==> config.mk <==
export PLATFORM = sky130hd
export DESIGN_NAME = ecg_frame_feeder
export DESIGN_NICKNAME = d
export VERILOG_FILES = /design/src/rtl/ecg_frame_feeder.sv
export SDC_FILE = /design/constraint.sdc
export NUM_CORES = 1
export LEC_CHECK = 0
export ABC_AREA = 1
export BUFFER_PORTS_ARGS = -buffer_cell sky130_fd_sc_hd__clkbuf_2
export CAP_MARGIN = 10
export CORE_MARGIN = 2
export CORE_UTILIZATION = 50
export CTS_CLUSTER_DIAMETER = 50
export DETAILED_ROUTE_END_ITERATION = 7
export PLACE_DENSITY = 0.63
export SETUP_SLACK_MARGIN = 0.5
export SKIP_LAST_GASP = 1
export SYNTH_ARGS = -nofsm -noshare
export SYNTH_HDL_FRONTEND = slang
export SYNTH_SLANG_ARGS = --single-unit
==> constraint.sdc <==
create_clock -name clk -period 4.76 [get_ports clk]
set_input_delay 0.476 -clock clk [delete_from_list [all_inputs] [get_ports clk]]
set_output_delay 0.476 -clock clk [all_outputs]
set_load 0.05 [all_outputs]
==> src/rtl/ecg_frame_feeder.sv <==
// ECG frame feeder: ping-pong frame buffers filled by the host and streamed to a
// classifier core with a start pulse, done/timeout capture and a held result.
module ecg_frame_feeder #(
  parameter int unsigned FRAME_LEN = 16,
  parameter int unsigned TIMEOUT   = 4096
) (
  input  logic       clk,
  input  logic       rst,
  input  logic       in_valid,
  input  logic [7:0] in_data,
  output logic       in_ready,
  output logic       core_start,
  output logic [7:0] ecg_out,
  input  logic       core_done,
  input  logic [3:0] core_class,
  output logic       res_valid,
  output logic [3:0] res_class,
  output logic       res_timeout,
  input  logic       res_ready
);

  localparam int unsigned IW = (FRAME_LEN > 1) ? $clog2(FRAME_LEN) : 1;
  localparam int unsigned CW = (TIMEOUT > 1) ? $clog2(TIMEOUT) : 1;
  localparam logic [IW-1:0] LAST_IDX = IW'(FRAME_LEN - 1);
  localparam logic [CW-1:0] LAST_CNT = CW'(TIMEOUT - 1);

  typedef enum logic [2:0] {IDLE, START, STREAM, WAIT, RESULT} state_t;

  state_t        state;
  logic [7:0]    mem [2][FRAME_LEN];
  logic [1:0]    full;
  logic [1:0]    full_nxt;
  logic          fill_sel;
  logic          stream_sel;
  logic [IW-1:0] wr_idx;
  logic [IW-1:0] rd_idx;
  logic [CW-1:0] wait_cnt;
  logic          accept;
  logic          wr_last;
  logic          rd_last;
  logic          release_buf;

  assign accept      = in_valid && in_ready;
  assign wr_last     = (wr_idx == LAST_IDX);
  assign rd_last     = (rd_idx == LAST_IDX);
  assign release_buf = (state == STREAM) && rd_last;

  // Freeing one buffer and completing the other can coincide; bits are independent.
  always_comb begin
    full_nxt = full;
    if (release_buf) full_nxt[stream_sel] = 1'b0;
    if (accept && wr_last) full_nxt[fill_sel] = 1'b1;
  end

  // Sample storage carries no reset: the full flags decide what is valid.
  always_ff @(posedge clk) begin
    if (accept) mem[fill_sel][wr_idx] <= in_data;
  end

  always_ff @(posedge clk) begin
    if (rst) begin
      state       <= IDLE;
      full        <= '0;
      fill_sel    <= 1'b0;
      stream_sel  <= 1'b0;
      wr_idx      <= '0;
      rd_idx      <= '0;
      wait_cnt    <= '0;
      in_ready    <= 1'b1;
      core_start  <= 1'b0;
      ecg_out     <= '0;
      res_valid   <= 1'b0;
      res_class   <= '0;
      res_timeout <= 1'b0;
    end else begin
      full       <= full_nxt;
      in_ready   <= ~&full_nxt;
      core_start <= 1'b0;
      ecg_out    <= '0;

      if (accept) begin
        wr_idx <= wr_last ? '0 : wr_idx + IW'(1);
        if (wr_last) fill_sel <= ~fill_sel;
      end

      // Outputs are loaded on the edge that enters each state so they line up with it.
      case (state)
        IDLE: begin
          if (full[stream_sel] && !res_valid) begin
            state      <= START;
            core_start <= 1'b1;
          end
        end
        START: begin
          state   <= STREAM;
          rd_idx  <= '0;
          ecg_out <= mem[stream_sel][IW'(0)];
        end
        STREAM: begin
          if (rd_last) begin
            state      <= WAIT;
            wait_cnt   <= '0;
            stream_sel <= ~stream_sel;
          end else begin
            rd_idx  <= rd_idx + IW'(1);
            ecg_out <= mem[stream_sel][rd_idx + IW'(1)];
          end
        end
        WAIT: begin
          if (core_done) begin
            state       <= RESULT;
            res_valid   <= 1'b1;
            res_class   <= core_class;
            res_timeout <= 1'b0;
          end else if (wait_cnt == LAST_CNT) begin
            state       <= RESULT;
            res_valid   <= 1'b1;
            res_class   <= '0;
            res_timeout <= 1'b1;
          end else begin
            wait_cnt <= wait_cnt + CW'(1);
          end
        end
        RESULT: begin
          if (res_ready) begin
            state     <= IDLE;
            res_valid <= 1'b0;
          end
        end
        default: state <= IDLE;
      endcase
    end
  end

endmodule

==> Yosys cells after proc, flatten, opt, wreduce, memory -nomap -nowiden <==
Memories as Yosys holds them, arrays and structs flattened. A register that Yosys moved wholly into a read port is not among the register bits.
Cells that the tools add are included.
W data, S select, Z words.
{ "word_totals": {"reg_bits": 43, "latchBits": 0, "mem_bits_rw": 256, "romBits": 0, "input_bits": 17, "memories": 1} }
{ "classes": {"add_sub_neg": 3, "n_mul": 0, "div": 0, "n_lt_le_gt_ge": 7, "eq_ne": 14, "shift": 0, "mux": 40, "n_bitwise": 8, "reduce_logical": 23} }
{ "memory_table": {"columns": ["name", "depth", "word_bits", "read_ports", "rd_clocked_by_memory_dff", "wr", "line", "source"], "rows": [
  ["mem", 2, 128, 1, 1, 1, "30", "logic [7:0] mem [2][FRAME_LEN];"]
]} }
{ "op_table": {"columns": ["op", "count"], "rows": [
  ["$mux W128", 1],
  ["$mux W12", 3],
  ["$bmux W8 S4", 1],
  ["$demux W8 S4", 1],
  ["$mux W8", 4],
  ["$pmux W12 S2", 1],
  ["$mux W4", 4],
  ["$pmux W8 S2", 1],
  ["$mux W3", 5],
  ["$pmux W3 S5", 1],
  ["$add A12 B1 Y12 const B", 1],
  ["$eq A12 B12 Y1 const B", 1],
  ["$mux W1", 12],
  ["$ne A2 B2 Y1 const B", 6],
  ["$ge A5 B5 Y1 const B", 2],
  ["$not A4 Y5", 2],
  ["$reduce_and A2 Y1", 5],
  ["$add A4 B1 Y4 const B", 2],
  ["$eq A4 B4 Y1 const B", 2],
  ["$pmux W4 S2", 1],
  ["$reduce_and A4 Y1", 2],
  ["$reduce_bool A2 Y1", 4],
  ["$logic_and A1 B1 Y1", 7],
  ["$eq A3 B2 Y1 const B", 2],
  ["other kinds (17)", 24]
]} }

==> Longest topological paths before layout <==
Gate-level depths: netlist of the first run.
{ "depth": {"word_depth": 11, "depth_mapped": 13} }

==> Worst setup path before layout of the first run <==
OpenSTA, ideal clock, no wires.
{ "synth_path": {"kind": "flip-flop to flip-flop", "start": "reg in_ready", "end": "mem mem[0][10] in the netlist's numbering (enable)", "setup_time_ns": 0.383, "t_arrival_ns": 1.749, "required_ns": 4.377, "slack_ns": 2.627, "stages_incl_launch_ff": 5, "n_path_buf": 0, "synth_period_minus_slack_ns": 2.133, "cell_sequence": "dfxtp_1 -> nand2_1 -> inv_1 -> nand2_1 -> nor3_1"} }
{ "synth_between": {"elab_chain_len": 3} }
{ "synth_lines": {"columns": ["item", "line", "source"], "rows": [
  ["start: declaration", "11", "output logic in_ready,"],
  ["start signal: assignment", "77", "in_ready <= ~&full_nxt;"],
  ["$logic_and A1 B1 Y1", "43", "assign accept = in_valid && in_ready;"],
  ["$mux W1", "57", "if (accept) mem[fill_sel][wr_idx] <= in_data;"],
  ["$mux W128 (not written as such)", "57", null],
  ["end: declaration", "30", null]
]} }
No other way between the ends.

==> Worst setup path in the final report of the first run <==
{ "layout_path": {"start": "reg fill_sel", "end": "mem mem[1][44] in the netlist's numbering (enable)"} }
{ "layout_rtl": {"columns": ["item", "line", "source"], "rows": [
  ["start: declaration", "33", "logic fill_sel;"],
  ["start signal: assignment", "83", "if (wr_last) fill_sel <= ~fill_sel;"]
]} }
Straight into the memory's write port.

==> reports/metrics.cfg, run 1 <==
[timing]
finalSetupViolCount = 0
hold_viol = 0
finClkSkew_ns = 0.01806
min_period_ns = 3.047
drv_slew = 0
rsz0062_at_grt = no
final.setup.tns_ns = 0
worst_slew_pin_slew_ns = 1.258
fmax_mhz = 328.2
max_slew_margin_pct = 15.85
period_share_pct = 64.01

[clock_tree]
clockRootBuffer = clkbuf_16
cts_resized = 0
cts_buffer_depth = 3
insertion_delay_ns = 0.51
cts_tree = yes
post_cts_buffers = 0
clk_pin_slew_worst_paths_ns = 0.06
cts_num_sinks = 300
h-tree-depth = 2
ctsHoldBuffers = 0
cts_buffers = 36

[critical_path]
cp_cell_sequence = clkinv_1, nor3_1
end_kind = flop
crit_path_top_delay_cell = nor3_1
crit_path_start_kind = flop
crit_path_max_fanout = 18
cp.required_ns = 4.87
crit_arrival_ns = 3.16
path_class = flop to flop
slowest_delay_ns = 1.13

[yosys]
synth_area_leaders = edfxtp_1 (59%), nand2_1 (12%), nand3_1 (8.5%)
synthCells = 1303
synth_top_cell_by_area = edfxtp_1
synthDistinctLibCells = 31
synth-seq-cells = 300
yosysTopAreaCellShare_pct = 59.41
synth_xor_area_share_pct = 0.5995
synth_compound_area_share_pct = 2.069
synthAdderAreaFrac_pct = 0.5802
ys_seq_area_share_pct = 66.22
avgSynthCellArea_um2 = 9.931
synth_warnings = 0
synth_mux_area_share_pct = 0
synth_top_family_by_area = simple AND/OR/NAND/NOR gates
yosys.area_share.simple_pct = 23.88
synth_nets = 1326
synth_area_um2 = 12940

[power_and_ir_drop]
power_leakage_nw = 5.763
comb_power_share_pct = 1.7
powerDensity_nw_per_um2 = 381.7
pwr-share-seq_pct = 51.7
swShare_pct = 19.98
internal_power_mw = 4.442
p_clk_share_pct = 46.6
p_total_mw = 5.551
p_sw_mw = 1.109
ir_drop_uv = 300.4

[global_route]
grt_overflow = 0
grt_max_degree = 100
grt_pass1_vias = 8416
grt_usage_pct = 23.49
antenna_found_initial = 0
grt_pass1_wl_mm = 47.98

[finish]
fill_cells = 2139
layout_commonest_cell = nand2_1
syn2layout_area_growth_pct = 12.39
layout_common_cells = nand2_1 (402), edfxtp_1 (256), nand3_1 (221), inv_1 (153), nor2_1 (56)
drive_gt1_share_pct = 8.824
diodes = 0
multi_input_area_um2 = 3530
final_nets = 1360
seq_area_um2 = 8573

[placed_design]
io_buffers = 32
place_congestion = 0.8845
hpwl_mm = 18.54

[floorplan]
die-width_um = 164.9
ios = 33
dieArea_um2 = 27180
start_util_pct = 51.09
die_y_um = 164.9
rows = 58
core_area_um2 = 25330

[detailed_routing]
dr.pass1.iters = 5
antenna_left = 0
routedWlPerCell_um = 18.39
wirelength_mm = 31.09
vias = 9019
drcViolationCount = 0
drt_iter0_drc = 954
via_per_inst = 5.337

[flow_run]
maxCapViolCount = 0

[hold_path]
hold_path.class = input pin to flop

[run_status]
outcome = completed

worst max-delay path: cells and delay by family (launching register included):
kind	cells	cell delay [ns]
AND/OR/NAND/NOR	1	1.13
flip-flops	1	0.79
buffers and inverters	1	0.72
through the flow:
| step | std cells | hold slack, ns | area, um^2 | utilization, % | setup slack [ns] |
|---|---|---|---|---|---|
| after floorplan | 1303 | 0.4573 | 12940 | - | 2.627 |
| after global placement | 1620 | 0.4512 | 13380 | 52.84 | 1.625 |
| after detailed placement | 1621 | 0.4581 | 13390 | 52.86 | 1.691 |
| after CTS | 1682 | 0.1936 | 14490 | 57.22 | 1.683 |
| after global routing | 1690 | 0.2072 | 14540 | 57.42 | 1.463 |
| final | 1690 | 0.2109 | 14540 | 57.42 | 1.713 |
cells by family (layout without fill, tap and decap cells):
kind of cell / count (synthesis) / in the layout
AND/OR/NAND/NOR: 719 / 719
flip-flops: 300 / 300
buffers and inverters: 218 / 275
AO/OA/AOI/OAI: 52 / 52
XOR/XNOR: 8 / 8
adder cells (fa/ha/maj): 6 / 6
registers in the layout, indices dropped and copies added, names as in the netlist, named ones only:
register,flops
core_start,1
ecg_out,8
fill_sel,1
full,2
in_ready,1
mem,256
rd_idx,4
res_class,4
res_timeout,1
res_valid,1
state,3
stream_sel,1
wait_cnt,12
wr_idx,4
power by group through the flow:
stage                     logic [mW]  registers (mW)  clock network [mW]
final                         0.0940            2.87                2.59
after global routing           0.103            2.87                2.72
after CTS                     0.0947            2.87                2.62
after detailed placement      0.0941            2.92                   0
after global placement        0.0923            2.92                   0
after floorplan               0.0335            2.92                   0
area by class of cell:
type	count	area share [%]
Sequential cell	300	58.95
Inverter	158	4.087
Multi-Input combinational cell	785	24.27
Timing Repair Buffer	56	2.254
Tap cell	330	2.839
Clock inverter	12	0.7829
Clock buffer	49	6.814
synth_stat cells:
cell type,instances
nand2_1,402
edfxtp_1,256
nand3_1,221
inv_1,155
nor2_1,56
dfxtp_1,44
a21oi_1,31
nor3_1,30
buf_2,25
clkbuf_1,19
o21ai_0,18
buf_1,14
ha_1,6
xor2_1,5
nor3_2,3
inv_2,2
xnor2_1,2
a211oi_1,1
a31oi_1,1
buf_4,1
buf_6,1
clkinv_1,1
nand2_2,1
nand3_4,1
nand4_4,1
nor2_2,1
nor2_4,1
nor3_4,1
o221ai_1,1
or2_2,1
xor2_2,1
metal layers:
layer	up-vias	wire [um]	GRT usage (%)
met2	311	14870	38.93
met4	0	736	7.273
met3	52	2187	3.265
met5	-	0	0
met1	4280	13300	32.36
li1	4376	-	-
path summary, 6_finish.rpt:
kind                                     from           end  slack [ns]  cells after the start
worst max-delay path                 fill_sel    mem[1][44]        1.71                      2
worst min-delay path            core_class[0]  res_class[0]        0.21                      3
worst max register to register       fill_sel    mem[1][44]        1.71                      2
worst min register to register    res_timeout   res_timeout        0.47                      2
Power figures use the tool's default switching activity.
==> run 2, diff against run 1 <==
--- a/config.mk
+++ b/config.mk
@@ -12,7 +12,7 @@
 export CORE_UTILIZATION = 50
 export CTS_CLUSTER_DIAMETER = 50
 export DETAILED_ROUTE_END_ITERATION = 7
-export PLACE_DENSITY = 0.63
+export PLACE_DENSITY = 0.66
 export SETUP_SLACK_MARGIN = 0.5
 export SKIP_LAST_GASP = 1
 export SYNTH_ARGS = -nofsm -noshare
==> constraint.sdc (replaced) <==
create_clock -name clk -period 2.5 [get_ports clk]
set_input_delay 0.25 -clock clk [delete_from_list [all_inputs] [get_ports clk]]
set_output_delay 0.25 -clock clk [all_outputs]
set_load 0.05 [all_outputs]
==> run 2 against run 1 <==
  * Count of clock-buffer cells in the layout is 5 lower
  * Sequential cell count stayed put
  * Routed wire length is 4.9% higher
  * Via count is 3.9% higher
  * Cell count is 2.1% higher
  * Maximum frequency is 59% higher
  * Critical path depth is 3 higher
  * Critical endpoint is now mem[1][33]
==> reports/metrics.cfg, run 2 (same netlist as run 1, synthesis figures left out) <==
[critical_path]
r2r-end = mem[1][33]
critical_path.endpoint = mem[1][33]
crit_path_max_fanout = 8  ; -10
path_class = flop to flop
r2r_cells = 5  ; +3
crit_arrival_ns = 2.05  ; -1.11 ns
rrSetupSlack_ns = 0.58  ; -1.13 ns
worstReg2RegStart = wr_idx[1]
crit_path_start_kind = flop
cp.required_ns = 2.63  ; -2.24 ns
cp-startpoint = wr_idx[1]
end_kind = flop

[global_route]
grt_overflow = 0  ; unchanged
grt_pass1_wl_mm = 48.89  ; +1.9%
antenna_found_initial = 0  ; unchanged
grt_usage_pct = 23.94  ; +0.45 points
grt_pass1_vias = 8757  ; +4.1%
grt_max_degree = 129  ; +29%

[timing]
final.setup.tns_ns = 0  ; unchanged
period_share_pct = 76.79  ; +13 points
rsz0062_at_grt = yes
drv_slew = 0  ; unchanged
min_period_ns = 1.920  ; -1.127 ns
fmax_mhz = 520.9  ; +59%
finalSetupViolCount = 0  ; unchanged
max_slew_margin_pct = 44.32  ; +28 points
finClkSkew_ns = 0.01604  ; -0.002024 ns
worst_slew_pin_slew_ns = 0.8352  ; -0.4227 ns
hold_viol = 0  ; unchanged

[power_and_ir_drop]
p_total_mw = 10.59  ; +91%
ir_drop_uv = 703.1  ; +130%
power_leakage_nw = 5.982  ; +3.8%
powerDensity_nw_per_um2 = 706.0  ; +85%

[floorplan]
die_y_um = 164.9  ; unchanged
ios = 33  ; unchanged
rows = 58  ; unchanged
die-width_um = 164.9  ; unchanged
start_util_pct = 51.09  ; unchanged
dieArea_um2 = 27180  ; unchanged
core_area_um2 = 25330  ; unchanged

[detailed_routing]
via_per_inst = 5.429  ; +1.7%
vias = 9371  ; +3.9%
top_layer_used = met4
wirelength_mm = 32.62  ; +4.9%
wl_met3_mm = 2.377  ; +8.7%
routedWlPerCell_um = 18.90  ; +2.7%
drcViolationCount = 0  ; unchanged
wl_met2_mm = 15.56  ; +4.7%
wl_met1_mm = 13.43  ; +1.0%
antenna_left = 0  ; unchanged
drt_iter0_drc = 914  ; -4.2%
dr.pass1.iters = 5  ; unchanged

[clock_tree]
clockRootBuffer = clkbuf_16
cts_buffers = 35  ; -2.8%
cts_num_sinks = 300  ; unchanged
cts_tree = yes
cts_buffer_depth = 3  ; unchanged
h-tree-depth = 2  ; unchanged
insertion_delay_ns = 0.51  ; about the same
clk_pin_slew_worst_paths_ns = 0.06  ; about the same

[finish]
layout_commonest_cell = nand2_1
diodes = 0  ; unchanged
fin_area_um2 = 15000  ; +3.1%
largest-register = mem
final_nets = 1392  ; +2.4%
largest_reg_flops = 256  ; unchanged
layout_common_cells = nand2_1 (402), edfxtp_1 (256), nand3_1 (221), inv_1 (153), nor2_1 (54)
drive_gt1_share_pct = 11.82  ; +3.0 points
top_regs = mem (256), wait_cnt (12), ecg_out (8)
syn2layout_area_growth_pct = 15.89

[placed_design]
hpwl_mm = 19.35  ; +4.4%
dpl-instance-area_um2 = 13650  ; +1.9%
place_congestion = 0.9417  ; +6.5%
io_buffers = 32  ; unchanged

[run_status]
outcome = completed

[hold_path]
hold_path.class = input pin to flop

[flow_run]
maxCapViolCount = 0  ; unchanged

-- run 2: how the worst min path moves through the flow --
| stage | slack, ns | end | start | depth (start not counted) |
|---|---|---|---|---|
| global route | 0.09 | res_valid | res_ready | 4 |
| CTS | 0.06 | res_valid | res_ready | 4 |
| global placement | 0.45 | res_timeout | res_timeout | 2 |
| detailed placement | 0.45 | res_timeout | res_timeout | 2 |
| finish | 0.07 | res_valid | res_ready | 4 |
| floorplan | 0.35 | mem[0][0] | in_data[0] | 0 |
-- run 2: worst max-delay path: stages, from the launching register on --
cell and delay [ns]:
dfxtp_1 0.40, ha_1 0.20, inv_1 0.04, nor2_1 0.14, nand2_1 0.13, nor3_2 0.62
-- run 2: power by group --
part           leakage (nW)  switching, mW  total (mW)  internal [mW]
clock                 0.551           1.99        4.93           2.94
sequential             2.66        0.00841        5.46           5.45
combinational          2.77          0.154       0.195         0.0401
-- run 2: area by class of cell --
type                            count  area (um^2)
Clock buffer                       44        950.9
Inverter                          158        594.3
Clock inverter                     20        177.7
Fill cell                        2100        10330
Sequential cell                   300         8574
Timing Repair Buffer               88        701.9
Tap cell                          330        412.9
Multi-Input combinational cell    786         3583
-- run 2: layer usage --
metal | vias up | global-route usage, %
met5 | - | 0
met4 | 0 | 9.723
met3 | 69 | 3.717
met2 | 371 | 39.18
met1 | 4478 | 32.18
li1 | 4453 | -
-- run 2: timing repair --
item                       CTS  global route
pin swaps                    0             2
resized for setup            4             9
setup buffers                0             5
gates cloned                 0             3
hold endpoints to repair     4             0
setup endpoints to repair   17            34
hold buffers                 4             0
-- run 2: per-stage QoR --
stage                     cells  util (%)  hold WS (ns)  worst slack [ns]
final                      1726     59.21       0.06972            0.5804
after global routing       1726     59.21       0.08764            0.4671
after CTS                  1718     58.59       0.06057            0.5095
after detailed placement   1650     53.88        0.4514            0.3986
after global placement     1650     53.88        0.4509            0.4044
after floorplan            1303         -        0.3489            0.3673
